### config.mk
export PLATFORM = sky130hd
export DESIGN_NAME = reg_dump_seq
export DESIGN_NICKNAME = d
export VERILOG_FILES = /design/src/rtl/reg_dump_pkg.sv /design/src/rtl/reg_dump_seq.sv
export SDC_FILE = /design/constraint.sdc
export NUM_CORES = 1
export LEC_CHECK = 0
export CORE_MARGIN = 5
export CORE_UTILIZATION = 41
export CTS_CLUSTER_DIAMETER = 50
export DETAILED_ROUTE_END_ITERATION = 8
export PLACE_DENSITY = 0.77
export SYNTH_ARGS = -nofsm -noshare
export SYNTH_HDL_FRONTEND = slang
export SYNTH_SLANG_ARGS = --single-unit
### constraint.sdc
create_clock -name clk -period 2.05 [get_ports clk]
set_input_delay 0.41 -clock clk [delete_from_list [all_inputs] [get_ports clk]]
set_output_delay 0.41 -clock clk [all_outputs]
set_load 0.02 [all_outputs]
### src/rtl/reg_dump_pkg.sv
// rtl/reg_dump_pkg.sv - shared types and constants for the register dump sequencer
package reg_dump_pkg;

    localparam int         NUM_REGS = 16;
    localparam int         REG_W    = 16;
    localparam logic [4:0] CSUM_IDX = 5'd16;

    typedef enum logic [1:0] {
        IDLE,
        SELECT,
        SEND,
        CSUM
    } dump_state_t;

endpackage

### src/rtl/reg_dump_seq.sv
// rtl/reg_dump_seq.sv - walks the debug select 0..15 and streams each register out with its index
// Optional checksum trailer word: REG_DUMP_CSUM_EN
module reg_dump_seq
    import reg_dump_pkg::*;
#(
    parameter int SETTLE_CYCLES = 1
) (
    input  logic        clk,
    input  logic        nClear,
    input  logic        start,
    input  logic        cont,
    output logic [3:0]  m_state,
    input  logic [31:0] m_data,
    output logic [15:0] out_data,
    output logic [4:0]  out_idx,
    output logic        out_valid,
    input  logic        out_ready,
    output logic        out_last,
    output logic        busy,
    output logic        done
);

    localparam logic [3:0] SETTLE_LAST = 4'(SETTLE_CYCLES - 1);
    localparam logic [3:0] LAST_IDX    = 4'(NUM_REGS - 1);

    dump_state_t state, state_nxt;
    logic [3:0]  idx;
    logic [3:0]  settle_cnt;
    logic        capture;
    logic        handshake;
    logic        final_hs;
    logic        last_reg;
    logic        unused_low;
`ifdef REG_DUMP_CSUM_EN
    logic [REG_W-1:0] acc;
`endif

    assign handshake  = out_valid & out_ready;
    assign last_reg   = (idx == LAST_IDX);
    assign m_state    = idx;
    assign busy       = (state != IDLE);
    assign unused_low = ^m_data[15:0];

    always_ff @(posedge clk or negedge nClear) begin
        if (!nClear) begin
            state <= IDLE;
        end else begin
            state <= state_nxt;
        end
    end

    always_comb begin
        state_nxt = state;
        capture   = 1'b0;
        final_hs  = 1'b0;
        case (state)
            IDLE: begin
                if (start) begin
                    state_nxt = SELECT;
                end
            end
            SELECT: begin
                if (settle_cnt == SETTLE_LAST) begin
                    capture   = 1'b1;
                    state_nxt = SEND;
                end
            end
            SEND: begin
                if (handshake) begin
                    if (!last_reg) begin
                        state_nxt = SELECT;
                    end else begin
`ifdef REG_DUMP_CSUM_EN
                        state_nxt = CSUM;
`else
                        final_hs  = 1'b1;
                        state_nxt = cont ? SELECT : IDLE;
`endif
                    end
                end
            end
`ifdef REG_DUMP_CSUM_EN
            CSUM: begin
                if (handshake) begin
                    final_hs  = 1'b1;
                    state_nxt = cont ? SELECT : IDLE;
                end
            end
`endif
            default: state_nxt = IDLE;
        endcase
    end

    always_ff @(posedge clk or negedge nClear) begin
        if (!nClear) begin
            idx        <= 4'd0;
            settle_cnt <= 4'd0;
            out_data   <= '0;
            out_idx    <= 5'd0;
            out_valid  <= 1'b0;
            out_last   <= 1'b0;
            done       <= 1'b0;
`ifdef REG_DUMP_CSUM_EN
            acc        <= '0;
`endif
        end else begin
            done <= final_hs;

            if (state == IDLE && start) begin
                idx        <= 4'd0;
                settle_cnt <= 4'd0;
`ifdef REG_DUMP_CSUM_EN
                acc        <= '0;
`endif
            end

            if (state == SELECT) begin
                settle_cnt <= capture ? 4'd0 : settle_cnt + 4'd1;
            end

            if (capture) begin
                out_data  <= m_data[31:16];
                out_idx   <= {1'b0, idx};
                out_valid <= 1'b1;
`ifdef REG_DUMP_CSUM_EN
                out_last  <= 1'b0;
                acc       <= acc ^ m_data[31:16];
`else
                out_last  <= last_reg;
`endif
            end

            if (handshake) begin
                out_valid <= 1'b0;
                out_last  <= 1'b0;
                if (state == SEND && !last_reg) begin
                    idx <= idx + 4'd1;
                end
            end

`ifdef REG_DUMP_CSUM_EN
            // Trailer goes out straight after the idx-15 handshake; acc already holds word 15.
            if (state == SEND && handshake && last_reg) begin
                out_data  <= acc;
                out_idx   <= CSUM_IDX;
                out_valid <= 1'b1;
                out_last  <= 1'b1;
            end
`endif

            if (final_hs) begin
                idx        <= 4'd0;
                settle_cnt <= 4'd0;
`ifdef REG_DUMP_CSUM_EN
                acc        <= '0;
`endif
            end
        end
    end

endmodule

==> impl_results.md <==
- Status: finished clean
- Max VDD drop: 0.664 mV
- Yosys reg bits: 33
- CP Cell Sequence: nor2_1 > inv_1 > clkdlybuf4s50_1
- Syn nets: 146
- Worst EP required: 1.64 ns
- FMAX: 521 MHz
- # nets final: 202
- Hold buffer count at CTS: 0
- DRC viols: 0
- Cell Area, Placed: 0.00206 mm^2
- Worst-case clock buffer depth: 2
- Clk_lat worst skew: 0.28 ns
- ANT cells: 0
- Area growth syn-to-layout: 44.4%
- DR WL/cell: 15.0 um
- All-Layer GR Usage: 0.131
- Sequential element share of the synthesized area: 0.547
- Clock Skew: 0.00858 ns
- GRT overflow: 0
- Antenna violations before repair: 0
- Root Driver: clkbuf_8
- Overall routed net length: 3170 um
- Compound-gate portion of the synthesized area: 0.0779
- Antenna-violating nets left: 0
- Setup TNS: 0 ns
- RSZ-0062 raised after global routing: no
- Die width: 70.7 um
- Final Hold Violating Endpoints: 0
- Die Y: 70.7 um
- Num CTS Buffers: 5
- Initial core utilization: 0.418
- Warning count from the yosys run: 0
- H-tree depth: 2
- Synth Area in Simple Gates: 0.109
- First-pass GRT wire length: 5150 um
- Post-CTS Resized: 0
- Post-Synth Adder-Cell Area: 0.0249
- Core area: 0.00361 mm^2
- CP bufs+invs: 2
- Clock transition at path regs: 0.07 ns
- Port buffer count: 48
- Hold Path Class: reg -> reg
- Synth Instances: 106
- Hpwl dp: 2340 um
- Final core occ: 0.604
- Synth cell types: 35
- Critical Path AT: 1.51 ns
- Crit path max fanout: 8
- Share of layout cells above drive strength 1: 0.215
- # IOs: 66
- Critical setup path kind: reg -> out
- Vias in the first global route: 1106
- Critical-path top delay cell: clkdlybuf4s50_1
- Setup ws final: 0.130 ns
- Initial DRC count: 29
- CTS Sinks: 33
- Setup bufs post-CTS: 0
- Largest net degree at the start of global routing: 34
- Fin crit period: 1.92 ns
- CTS tree: done
- Fin crit share: 0.936
- Row cnt: 22
- Design Area, Final: 0.00218 mm^2
- Total die area: 0.00499 mm^2
- Crit-path max cell delay: 0.59 ns
- Startpoint class of the critical path: flip-flop
- Finish-stage setup viols: 0
- Via density: 5.03
- Crit end category: output port
- Syn_area_per_cell: 14.2 um^2
- RePlAce Congestion: 0.759
- Synth Area in XOR/XNOR: 0
- Largest family of logic cells by synthesized area: multiplexers
- First-pass iteration count of the detailed router: 2
- Crit path max-delay family: buffers and inverters
- Leak Pwr: 1.03 nW
- Final Max Slew Viols: 0
- Place WS: 0.251 ns
- Pwr/cell area: 1370 mW/mm^2
- Mux cell area share after synthesis: 0.208
- Max Cap Violations: 0
- Vias: 1061
- Cell area after synthesis: 0.00151 mm^2
[power breakdown]
part           internal [mW]  total [mW]  switching, mW
combinational          0.765        1.34          0.576
sequential             0.864        1.02          0.160
clock                  0.396       0.616          0.221
total                   2.02        2.98          0.957
[worst reg2reg max path: stages, from the launching register on]
cell and delay, ns:
dfrtp_1 0.47, ha_1 0.25, nand3_1 0.21, o22a_1 0.32, a221o_1 0.31
[per-layer routing]
| metal | GRT usage | vias up | part of all wire |
|---|---|---|---|
| met4 | 0.0752 | 0 | 0.025 |
| met3 | 0.0426 | 5 | 0.064 |
| li1 | - | 494 | - |
| met5 | 0 | - | 0 |
| met2 | 0.215 | 43 | 0.45 |
| met1 | 0.149 | 519 | 0.46 |
[cell families after synthesis]
family | after synthesis
flops | 33
mux | 22
buf+inv | 7
other cells | 1
fa+ha+maj | 3
simple gates | 25
compound gates | 15
[path summary, 6_finish.rpt]
check                             from       endpoint  slack, ns  cells after the start
hold / removal             out_data[6]    out_data[6]       0.51                      1
max in group asynchronous       nClear  settle_cnt[3]       1.23                      2
setup reg to reg            m_state[0]  settle_cnt[2]       0.36                      4
min in group asynchronous       nClear       out_last       0.53                      2
hold reg to reg            out_data[6]    out_data[6]       0.51                      1
setup / recovery              state[1]           busy       0.13                      3
[Yosys cell counts]
master | number | area share
a211o_1 | 3 | 0.017
a21bo_2 | 1 | 0.0066
a21o_1 | 1 | 0.0050
a21oi_1 | 3 | 0.0099
a221o_1 | 1 | 0.0066
a22o_1 | 1 | 0.0058
a32o_1 | 1 | 0.0066
and2_1 | 1 | 0.0041
and2b_1 | 1 | 0.0050
and3_1 | 2 | 0.0083
and4b_1 | 1 | 0.0066
buf_4 | 1 | 0.0050
buf_6 | 2 | 0.015
conb_1 | 1 | 0.0025
dfrtp_1 | 33 | 0.55
ha_1 | 3 | 0.025
inv_1 | 4 | 0.0099
mux2_2 | 3 | 0.022
mux2_4 | 18 | 0.18
mux2i_1 | 1 | 0.0066
nand2_2 | 1 | 0.0041
nand2b_1 | 2 | 0.0083
nand3_1 | 3 | 0.0099
nand3b_1 | 1 | 0.0050
nand4b_1 | 1 | 0.0058
nor2_1 | 4 | 0.0099
nor2b_1 | 1 | 0.0041
nor3_1 | 2 | 0.0066
nor3b_1 | 3 | 0.015
nor3b_4 | 1 | 0.012
nor4_1 | 1 | 0.0041
o211a_1 | 1 | 0.0066
o21ai_0 | 1 | 0.0033
o22a_1 | 1 | 0.0058
o22ai_1 | 1 | 0.0041
[placed cells by master, fill, tap and decap left out, drive strengths merged, types with 2 or more instances in the layout]
cell            n
nand2b          2
a211o           3
nor2            4
buf             4
dfrtp          33
clkbuf          7
nand3           3
and3            2
inv             4
mux2           21
nor3            2
nor3b           4
a21oi           3
clkdlybuf4s50  48
ha              3
[layout make-up]
type                            instances  area [um^2]
Timing Repair Buffer                   52          523
Multi-Input combinational cell         66          638
Clock inverter                          1         30.0
Inverter                                4         15.0
Sequential cell                        33          826
Tap cell                               48         60.1
Clock buffer                            7         86.3
Fill cell                             268         1430
[stage by stage]
stage                     hold WS (ns)  power (mW)  instances
after detailed placement         0.493        2.38        203
after global placement           0.491        2.35        203
after floorplan                  0.114        1.81        106
final                            0.509        2.98        211
after CTS                        0.512        3.02        211
after global routing             0.522        3.12        211
[flip-flops by register name, indices dropped and copies added, names as in the netlist]
name / count
out_idx: 4
done: 1
out_last: 1
state: 2
out_valid: 1
out_data: 16
settle_cnt: 4
m_state: 4
No activity file was read; power rests on OpenSTA's default activity.
